[config.mk]
export PLATFORM = sky130hd
export DESIGN_NAME = key_event_conditioner
export DESIGN_NICKNAME = d
export VERILOG_FILES = /design/src/rtl/rom_reader_pkg.sv /design/src/rtl/key_debouncer.sv /design/src/rtl/key_event_conditioner.sv
export SDC_FILE = /design/constraint.sdc
export NUM_CORES = 1
export LEC_CHECK = 0
export CORE_MARGIN = 3
export CORE_UTILIZATION = 57
export CTS_CLUSTER_SIZE = 30
export DETAILED_ROUTE_END_ITERATION = 10
export GPL_TIMING_DRIVEN = 0
export PLACE_DENSITY = 0.76
export SLEW_MARGIN = 20
export SYNTH_ARGS = -nofsm -noshare
export SYNTH_HDL_FRONTEND = slang
export SYNTH_SLANG_ARGS = --single-unit
[constraint.sdc]
create_clock -name clk -period 4 [get_ports clk]
set_input_delay 0.8 -clock clk [delete_from_list [all_inputs] [get_ports clk]]
set_output_delay 0.8 -clock clk [all_outputs]
set_load 0.05 [all_outputs]
[src/rtl/rom_reader_pkg.sv]
// Shared definitions for the ROM reader front end: per-key FSM state
// encoding, default timing constants and state classification helpers.
package rom_reader_pkg;

  typedef enum logic [2:0] {
    KS_WAIT_RELEASE = 3'd0,
    KS_IDLE         = 3'd1,
    KS_DEB_PRESS    = 3'd2,
    KS_HELD_DELAY   = 3'd3,
    KS_HELD_REPEAT  = 3'd4,
    KS_DEB_RELEASE  = 3'd5
  } key_state_t;

  localparam int unsigned DEF_DEBOUNCE_CYCLES      = 50000;
  localparam int unsigned DEF_REPEAT_DELAY_CYCLES  = 25000000;
  localparam int unsigned DEF_REPEAT_PERIOD_CYCLES = 5000000;
  localparam int unsigned DEF_COUNTER_WIDTH        = 26;

  // Accepted level is "pressed"; DEB_RELEASE counts because the release
  // has not been accepted yet.
  function automatic logic is_held(input key_state_t s);
    return (s == KS_HELD_DELAY) || (s == KS_HELD_REPEAT) || (s == KS_DEB_RELEASE);
  endfunction

  // Key is released (or waiting to be seen released): the other key may fire.
  function automatic logic is_armed(input key_state_t s);
    return (s == KS_IDLE) || (s == KS_WAIT_RELEASE);
  endfunction

endpackage

[src/rtl/key_debouncer.sv]
// One push-button channel: 2-flop synchronizer, debounce/hold FSM and
// saturating timers. Emits a registered one-cycle event per press/repeat.
module key_debouncer
  import rom_reader_pkg::*;
#(
  parameter int unsigned DEBOUNCE_CYCLES      = DEF_DEBOUNCE_CYCLES,
  parameter int unsigned REPEAT_DELAY_CYCLES  = DEF_REPEAT_DELAY_CYCLES,
  parameter int unsigned REPEAT_PERIOD_CYCLES = DEF_REPEAT_PERIOD_CYCLES,
  parameter int unsigned COUNTER_WIDTH        = DEF_COUNTER_WIDTH
) (
  input  logic clk,
  input  logic reset_n,
  input  logic key_n,
  input  logic auto_repeat_en,
  output logic event_pulse,
  output logic held,
  output logic armed
);

  localparam logic [COUNTER_WIDTH-1:0] DEB_LIM = COUNTER_WIDTH'(DEBOUNCE_CYCLES);
  localparam logic [COUNTER_WIDTH-1:0] RD_LIM  = COUNTER_WIDTH'(REPEAT_DELAY_CYCLES);
  localparam logic [COUNTER_WIDTH-1:0] RP_LIM  = COUNTER_WIDTH'(REPEAT_PERIOD_CYCLES);
  localparam logic [COUNTER_WIDTH-1:0] ONE     = COUNTER_WIDTH'(1);

  logic                     sync1, sync2;
  key_state_t               state, state_next;
  key_state_t               ret_state, ret_next;
  logic [COUNTER_WIDTH-1:0] deb_cnt, deb_next, deb_inc;
  logic [COUNTER_WIDTH-1:0] hold_cnt, hold_next, hold_inc;
  logic                     event_next;

  assign deb_inc  = (deb_cnt  == '1) ? deb_cnt  : deb_cnt  + ONE;
  assign hold_inc = (hold_cnt == '1) ? hold_cnt : hold_cnt + ONE;

  assign held  = is_held(state);
  assign armed = is_armed(state);

  // Synchronizer, FSM state, timers and the event register.
  always_ff @(posedge clk) begin
    if (!reset_n) begin
      sync1       <= 1'b1;
      sync2       <= 1'b1;
      state       <= KS_WAIT_RELEASE;
      ret_state   <= KS_HELD_DELAY;
      deb_cnt     <= '0;
      hold_cnt    <= '0;
      event_pulse <= 1'b0;
    end else begin
      sync1       <= key_n;
      sync2       <= sync1;
      state       <= state_next;
      ret_state   <= ret_next;
      deb_cnt     <= deb_next;
      hold_cnt    <= hold_next;
      event_pulse <= event_next;
    end
  end

  // Next state, timer updates and event generation. The first disagreeing
  // sample is counted on entry to a debounce state, so acceptance lands
  // exactly DEBOUNCE_CYCLES edges after the synchronized level changes.
  always_comb begin
    state_next = state;
    ret_next   = ret_state;
    deb_next   = deb_cnt;
    hold_next  = hold_cnt;
    event_next = 1'b0;
    case (state)
      KS_WAIT_RELEASE: begin
        if (sync2) begin
          if (deb_inc >= DEB_LIM) begin
            state_next = KS_IDLE;
            deb_next   = '0;
          end else begin
            deb_next = deb_inc;
          end
        end else begin
          deb_next = '0;
        end
      end
      KS_IDLE: begin
        if (!sync2) begin
          state_next = KS_DEB_PRESS;
          deb_next   = ONE;
        end
      end
      KS_DEB_PRESS: begin
        if (!sync2) begin
          if (deb_inc >= DEB_LIM) begin
            state_next = KS_HELD_DELAY;
            deb_next   = '0;
            hold_next  = '0;
            event_next = 1'b1;
          end else begin
            deb_next = deb_inc;
          end
        end else begin
          state_next = KS_IDLE;
          deb_next   = '0;
        end
      end
      KS_HELD_DELAY, KS_HELD_REPEAT: begin
        if (sync2) begin
          state_next = KS_DEB_RELEASE;
          ret_next   = state;
          deb_next   = ONE;
        end else if (auto_repeat_en &&
                     (hold_inc >= ((state == KS_HELD_DELAY) ? RD_LIM : RP_LIM))) begin
          state_next = KS_HELD_REPEAT;
          hold_next  = '0;
          event_next = 1'b1;
        end else begin
          hold_next = hold_inc;
        end
      end
      KS_DEB_RELEASE: begin
        // Hold timer is frozen here so a release bounce resumes the schedule.
        if (sync2) begin
          if (deb_inc >= DEB_LIM) begin
            state_next = KS_IDLE;
            deb_next   = '0;
            hold_next  = '0;
          end else begin
            deb_next = deb_inc;
          end
        end else begin
          state_next = ret_state;
          deb_next   = '0;
        end
      end
      default: begin
        state_next = KS_WAIT_RELEASE;
        deb_next   = '0;
        hold_next  = '0;
      end
    endcase
  end

endmodule

[src/rtl/key_event_conditioner.sv]
// Two debounced key channels with arbitration into mutually exclusive
// registered increment/decrement pulses and a conflict flag.
module key_event_conditioner
  import rom_reader_pkg::*;
#(
  parameter int unsigned DEBOUNCE_CYCLES      = DEF_DEBOUNCE_CYCLES,
  parameter int unsigned REPEAT_DELAY_CYCLES  = DEF_REPEAT_DELAY_CYCLES,
  parameter int unsigned REPEAT_PERIOD_CYCLES = DEF_REPEAT_PERIOD_CYCLES,
  parameter int unsigned COUNTER_WIDTH        = DEF_COUNTER_WIDTH
) (
  input  logic clk,
  input  logic reset_n,
  input  logic key_inc_n,
  input  logic key_dec_n,
  input  logic auto_repeat_en,
  output logic increment_address,
  output logic decrement_address,
  output logic key_conflict
);

  logic inc_event, inc_held, inc_armed;
  logic dec_event, dec_held, dec_armed;

  key_debouncer #(
    .DEBOUNCE_CYCLES      (DEBOUNCE_CYCLES),
    .REPEAT_DELAY_CYCLES  (REPEAT_DELAY_CYCLES),
    .REPEAT_PERIOD_CYCLES (REPEAT_PERIOD_CYCLES),
    .COUNTER_WIDTH        (COUNTER_WIDTH)
  ) u_inc (
    .clk            (clk),
    .reset_n        (reset_n),
    .key_n          (key_inc_n),
    .auto_repeat_en (auto_repeat_en),
    .event_pulse    (inc_event),
    .held           (inc_held),
    .armed          (inc_armed)
  );

  key_debouncer #(
    .DEBOUNCE_CYCLES      (DEBOUNCE_CYCLES),
    .REPEAT_DELAY_CYCLES  (REPEAT_DELAY_CYCLES),
    .REPEAT_PERIOD_CYCLES (REPEAT_PERIOD_CYCLES),
    .COUNTER_WIDTH        (COUNTER_WIDTH)
  ) u_dec (
    .clk            (clk),
    .reset_n        (reset_n),
    .key_n          (key_dec_n),
    .auto_repeat_en (auto_repeat_en),
    .event_pulse    (dec_event),
    .held           (dec_held),
    .armed          (dec_armed)
  );

  // Output register: an event passes only while the other key is released.
  // A firing channel is already out of IDLE, so both never pass together.
  always_ff @(posedge clk) begin
    if (!reset_n) begin
      increment_address <= 1'b0;
      decrement_address <= 1'b0;
      key_conflict      <= 1'b0;
    end else begin
      increment_address <= inc_event & dec_armed;
      decrement_address <= dec_event & inc_armed;
      key_conflict      <= inc_held & dec_held;
    end
  end

endmodule

Yosys cells after proc, flatten, opt, wreduce, memory -nomap -nowiden
Index checks and enable logic that the tools add are counted.
{ "op_classes": {"add_sub_neg": 4, "n_lt_le_gt_ge": 4, "eq_ne": 30, "mux": 58, "n_bitwise": 5, "n_reduce_logical": 24} }
{ "ops": {"columns": ["cell", "count"], "rows": [
  ["$mux W26", 24],
  ["$pmux W26 S4", 4],
  ["$add A26 B1 Y26 const B", 4],
  ["$eq A26 B26 Y1 const B", 4],
  ["$ge A26 B16 Y1 const B", 2],
  ["$ge A26 B26 Y1", 2],
  ["$mux W25", 2],
  ["$mux W3", 16],
  ["$pmux W3 S5", 2],
  ["$reduce_and A4 Y1", 4],
  ["$eq A3 B2 Y1 const B", 4],
  ["$eq A3 B3 Y1 const B", 4],
  ["$ne A2 B1 Y1 const B", 6],
  ["$ne A2 B2 Y1 const B", 6],
  ["$ne A3 B1 Y1 const B", 4],
  ["$reduce_or A2 Y1", 6],
  ["$mux W1", 8],
  ["$reduce_and A2 Y1", 4],
  ["$eq A3 B1 Y1 const B", 2],
  ["$logic_not A3 Y1", 2],
  ["$logic_or A1 B1 Y1", 6],
  ["$pmux W1 S2", 2],
  ["$and A1 B1 Y1", 3],
  ["$logic_and A1 B1 Y1", 2],
  ["$not A1 Y1", 2]
]} }
{ "word_totals": {"regBits": 125, "input_bits": 5, "out_inout_bits": 3, "wordCells": 142} }

Logic depth before layout (Yosys ltp)
{ "depth": {"ltp_word": 7, "mapped_depth": 19, "mapped_depth_nobuf": 17} }

By module
A second synthesis with hierarchy kept.
{ "unflattened": {"hier_cells": 1132, "hier_area_um2": 8816.0} }
{ "modules_own_cells": {"columns": ["module", "n_inst", "cells_per_inst", "area_each_um2", "seq_area_each_um2"], "rows": [
  ["key_debouncer (u_dec)", 1, 564, 4468.0, 1221.2],
  ["key_debouncer (u_inc)", 1, 562, 4269.1, 1221.2],
  ["key_event_conditioner", 1, 6, 78.8, 60.1]
]} }

Worst setup path after synthesis
OpenSTA, ideal clock, no wires.
{ "synth_path": {"path_kind": "register -> register", "startpoint": "register u_inc.hold_cnt[14]", "endpoint": "register u_inc.hold_cnt[10]", "setup_time_ns": 0.096, "arrival_time_ns": 3.901, "t_required_ns": 3.904, "path_slack_ns": 0.004, "path_stages_with_launch": 17, "n_path_buf": 3, "synth_period_minus_slack_ns": 3.996, "cell_sequence": "dfxtp_1 > clkbuf_1 > nand3_1 > nor4_1 > buf_2 > nand2_1 > and4_1 > and3_1 > xor2_1 > ha_1 > a21oi_1 > nor3b_1 > o41a_1 > nor3_4 > buf_2 > o21ai_0 > a221oi_1"} }
{ "synth_via": {"elab_chain_cells": 7, "elab_cells_between_ends": 8, "classes_between": "add/sub: 1; order compare: 1; eq/ne: 1; mux: 4; reduce/logical: 1"} }
{ "synth_rtl": {"columns": ["element", "line_no", "rtl"], "rows": [
  ["start, declared", "key_debouncer.sv:29", "logic [COUNTER_WIDTH-1:0] hold_cnt, hold_next, hold_inc;"],
  ["start signal, assigned", "key_debouncer.sv:54", "hold_cnt <= hold_next;"],
  ["$add A26 B1 Y26 or $eq A26 B26 Y1 (tied branches)", "key_debouncer.sv:33", "assign hold_inc = (hold_cnt == '1) ? hold_cnt : hold_cnt + ONE;"],
  ["$mux W26 (*)", "key_debouncer.sv:33", null],
  ["$ge A26 B26 Y1", "key_debouncer.sv:108", "(hold_inc >= ((state == KS_HELD_DELAY) ? RD_LIM : RP_LIM))) begin"],
  ["$logic_and A1 B1 Y1", "key_debouncer.sv:107", "end else if (auto_repeat_en &&"],
  ["$mux W26 (*)", "key_debouncer.sv:107", null],
  ["$mux W26 (*)", "key_debouncer.sv:103", "if (sync2) begin"],
  ["$pmux W26 S4 (*)", "key_debouncer.sv:68", "case (state)"]
]} }
Mark *: on every way between the ends. The rest lies on a longest branch, timed or not. The select of a mux whose other input is x is not followed.
A chain may end at the register's enable or synchronous reset.

Worst setup path after layout
{ "layout_path": {"startpoint": "register u_inc.hold_cnt[18]", "endpoint": "register u_inc.state[2]"} }
{ "layout_via": {"elab_chain_cells": 6, "elab_cells_between_ends": 7, "classes_between": "add/sub: 1; order compare: 1; eq/ne: 2; mux: 1; reduce/logical: 2"} }
{ "layout_rtl": {"columns": ["element", "line_no", "rtl"], "rows": [
  ["$add A26 B1 Y26 or $eq A26 B26 Y1 (tied branches)", "key_debouncer.sv:33", null],
  ["$mux W26 (*)", "key_debouncer.sv:33", null],
  ["$ge A26 B26 Y1 (*)", "key_debouncer.sv:108", null],
  ["$logic_and A1 B1 Y1 (*)", "key_debouncer.sv:107", null],
  ["$ne A3 B1 Y1 (no line) (*)", null, null],
  ["$reduce_and A4 Y1 (no line) (*)", null, null],
  ["end signal, assigned", "key_debouncer.sv:51", "state <= state_next;"],
  ["end, declared", "key_debouncer.sv:26", "key_state_t state, state_next;"]
]} }
Mark *: on every way between the ends. The rest lies on a longest branch, timed or not.

==> out/qor.csv <==
metric;value;unit
cts_tree;done;
ctsRootBufferMaster;clkbuf_16;
critPathKind;register to register;
end_kind;register;
swShare;0.238;
drv_cap;0;
switchingPower;749;µW
nFillCells;1239;
antenna_found_initial;0;
place_ws;-1.13;ns
gr-total-overflow;0;
final_net_count;1261;
syn_inst;1172;
ys_types;91;
ioPinCount;8;
power_density;292;nW/µm²
wl_per_cell;19.5;µm
dieArea;17400;µm²
multiInputGateArea;6410;µm²
place_hpwl;18500;µm
grtUsageTotal;0.304;
critPathRequiredTime;4.34;ns
grt_start_max_net_pins;17;
hold_ws;0.405;ns
syn_avg_cell_area;7.73;µm²
fin_crit;3.98;ns
clkPwrFrac;0.529;
fin_cells;1459;
placed_cells;1390;
clk_pin_slew;0.06;ns
ys_warn_count;0;
clk_latency;0.43;ns
portBuffers;7;
power_frac_comb;0.066;
status;complete, no violations;
drt_iter0_markers;1339;
ff2ff_setup_slack;0.02;ns
drt-total-wl;28500;µm
arrival;4.32;ns
yosysSeqAreaShare;0.276;
n_antenna_cell;0;
cts_max_level;4;
rows;45;
cts_buffer_depth;2;
finalInstanceArea;10800;µm²
synth_nets;1197;
cts_made_buffers;17;
drive_gt1_frac;0.178;
cp-start-kind;register;
grt_pass1_vias;8754;
hold_violations;0;
die_x;132;µm
max_clock_freq;251;MHz
worst_slew_pin_slew;1.02;ns
skew;0.0114;ns
grt_pass1_wl;44300;µm
viasPerCell;6.85;
gp_congestion;0.960;
irDropWorstVdd;0.331;mV
synth_area;9050;µm²
critPathMaxFanout;7;
post-route-drc-count;0;
async_flop_share;0;
internal_power;2390;µW
setup_viol;0;
synthFlopType;dfxtp_1;
placed_area;9390;µm²
numClockSinks;125;
antenna_left;0;
initial_utilization;0.589;
coreArea;15400;µm²
ys_seq_elements;125;
seqPwrFrac;0.405;
fin_crit_sh;0.996;
rsz0062_at_grt;yes;
drt_first_pass_iters;6;
synth-edff-count;0;
num_vias;9998;
p_leak;0.00390;µW
report.final.slew_viol_count;0;
area_delta_synth_final;18.8;%
hp-class;register to register;
slew_headroom;0.316;
setup_ws;0.0178;ns
die_h;132;µm
regArea;2560;µm²
==> path summary, 6_finish.rpt <==
path / to / startpoint / cells after the start
worst min register to register: u_inc.sync2$_SDFF_PN1_ / u_inc.sync1$_SDFF_PN1_ / 1
worst max register to register: u_inc.state[2]$_SDFFE_PN0P_ / u_inc.hold_cnt[18]$_SDFFE_PN0P_ / 18
worst min-delay path: u_inc.sync2$_SDFF_PN1_ / u_inc.sync1$_SDFF_PN1_ / 1
worst max-delay path: u_inc.state[2]$_SDFFE_PN0P_ / u_inc.hold_cnt[18]$_SDFFE_PN0P_ / 18
==> logic make-up after synthesis <==
family	synth area share
XOR/XNOR	0.0405
AND/OR/NAND/NOR	0.334
buffers and inverters	0.0500
AO/OA/AOI/OAI	0.244
adder cells (fa/ha/maj)	0.0276
multiplexers	0.0283
flip-flops	0.276
==> registers in the layout, indices dropped and copies added, names as in the netlist <==
register / cells
u_dec.deb_cnt: 26
u_dec.hold_cnt: 26
u_inc.deb_cnt: 26
u_inc.hold_cnt: 26
u_dec.ret_state: 3
u_dec.state: 3
u_inc.ret_state: 3
u_inc.state: 3
decrement_address: 1
increment_address: 1
key_conflict: 1
u_dec.event_pulse: 1
u_dec.sync1: 1
u_dec.sync2: 1
u_inc.event_pulse: 1
u_inc.sync1: 1
u_inc.sync2: 1
==> metal layers <==
layer / up-vias / global-route usage / wire, µm
met4: 0 / 0.117 / 1100
li1: 4609 / - / -
met3: 123 / 0.0580 / 2420
met2: 580 / 0.478 / 13000
met1: 4686 / 0.414 / 11900
met5: - / 0 / 0
==> cells in the final DEF, fill, tap and decap left out, types with 18 or more instances in the layout <==
master,synthesis,routed
a21oi_1,68,63
a31oi_1,20,20
and3_1,52,50
buf_4,4,43
clkbuf_1,54,47
dfxtp_1,125,90
dfxtp_2,0,28
ha_1,20,18
inv_1,31,31
mux2i_1,20,19
nand2_1,123,119
nand3_1,63,56
nand4_1,52,52
nor2_1,82,79
nor3_1,54,53
nor4_1,24,20
o21ai_0,47,46
xnor2_1,26,26
==> power groups by stage <==
stage | Clock (µW) | Combinational [µW] | Sequential, µW
finish | 1660 | 208 | 1270
global route | 1720 | 228 | 1270
CTS | 1670 | 200 | 1270
detailed placement | 0 | 199 | 1300
global placement | 0 | 197 | 1300
floorplan | 0 | 141 | 1300
==> synthesized netlist by cell type, types with 5 or more instances <==
cell	count	share of area
a21o_1	15	0.012
nand3b_1	5	0.0041
nand3_1	63	0.035
nor2b_1	5	0.0035
nand4_1	52	0.036
a31oi_1	20	0.014
or4_1	15	0.012
and3_1	52	0.036
dfxtp_1	125	0.28
nor4_1	24	0.017
nand4_2	5	0.0069
or3_1	6	0.0041
a211oi_1	13	0.011
o31ai_1	7	0.0058
buf_2	16	0.0088
a22o_1	11	0.011
mux2i_1	20	0.022
nand2b_1	9	0.0062
nand2_1	123	0.051
o2bb2ai_1	5	0.0048
xor2_1	14	0.014
o21ai_0	47	0.026
nand4b_1	7	0.0068
o211ai_1	10	0.0083
nor3_1	54	0.030
inv_1	31	0.013
a211o_1	5	0.0048
and4_1	8	0.0077
a32oi_1	14	0.014
and2_1	14	0.0097
clkbuf_1	54	0.022
nor2_1	82	0.034
buf_1	5	0.0021
a21oi_1	68	0.038
or2_2	5	0.0035
ha_1	20	0.028
mux2_2	5	0.0062
xnor2_1	26	0.025
==> area by class of cell <==
cell class	count	share of cell area
multi-input combinational	936	0.596
sequential	125	0.238
clock inverter	11	0.0155
tap	211	0.0245
buffer	74	0.0337
timing repair buffer	51	0.0385
clock buffer	20	0.0425
inverter	31	0.0108
==> timing repair <==
action,4_1_cts,5_1_grt
buffers inserted,13,28
setup endpoints to repair,65,70
pin swaps,12,25
gates resized for setup,59,74
hold buffers,0,0
cloned,0,3
==> metrics by stage <==
stage	TNS [ns]	utilization	total power [µW]
finish	0	0.700	3140
global route	-2.07	0.700	3230
CTS	0	0.671	3140
detailed placement	-50.97	0.611	1500
global placement	-46.85	0.611	1500
floorplan	0	-	1440
==> worst max-delay path, stage by stage (launching register included) <==
cell,delay [ns]
dfxtp_2,0.39
nand4_1,0.20
nor4_4,0.36
buf_6,0.15
nand2_2,0.14
nand2_2,0.11
nor2_1,0.11
and3_4,0.22
xor2_2,0.15
ha_2,0.35
o21ai_0,0.09
a21oi_1,0.18
o2111ai_2,0.21
a2111oi_4,0.50
nor3_4,0.06
buf_4,0.17
buf_4,0.14
a211o_1,0.28
o31ai_1,0.06
Note: power is estimated with default switching activity, not from simulation.
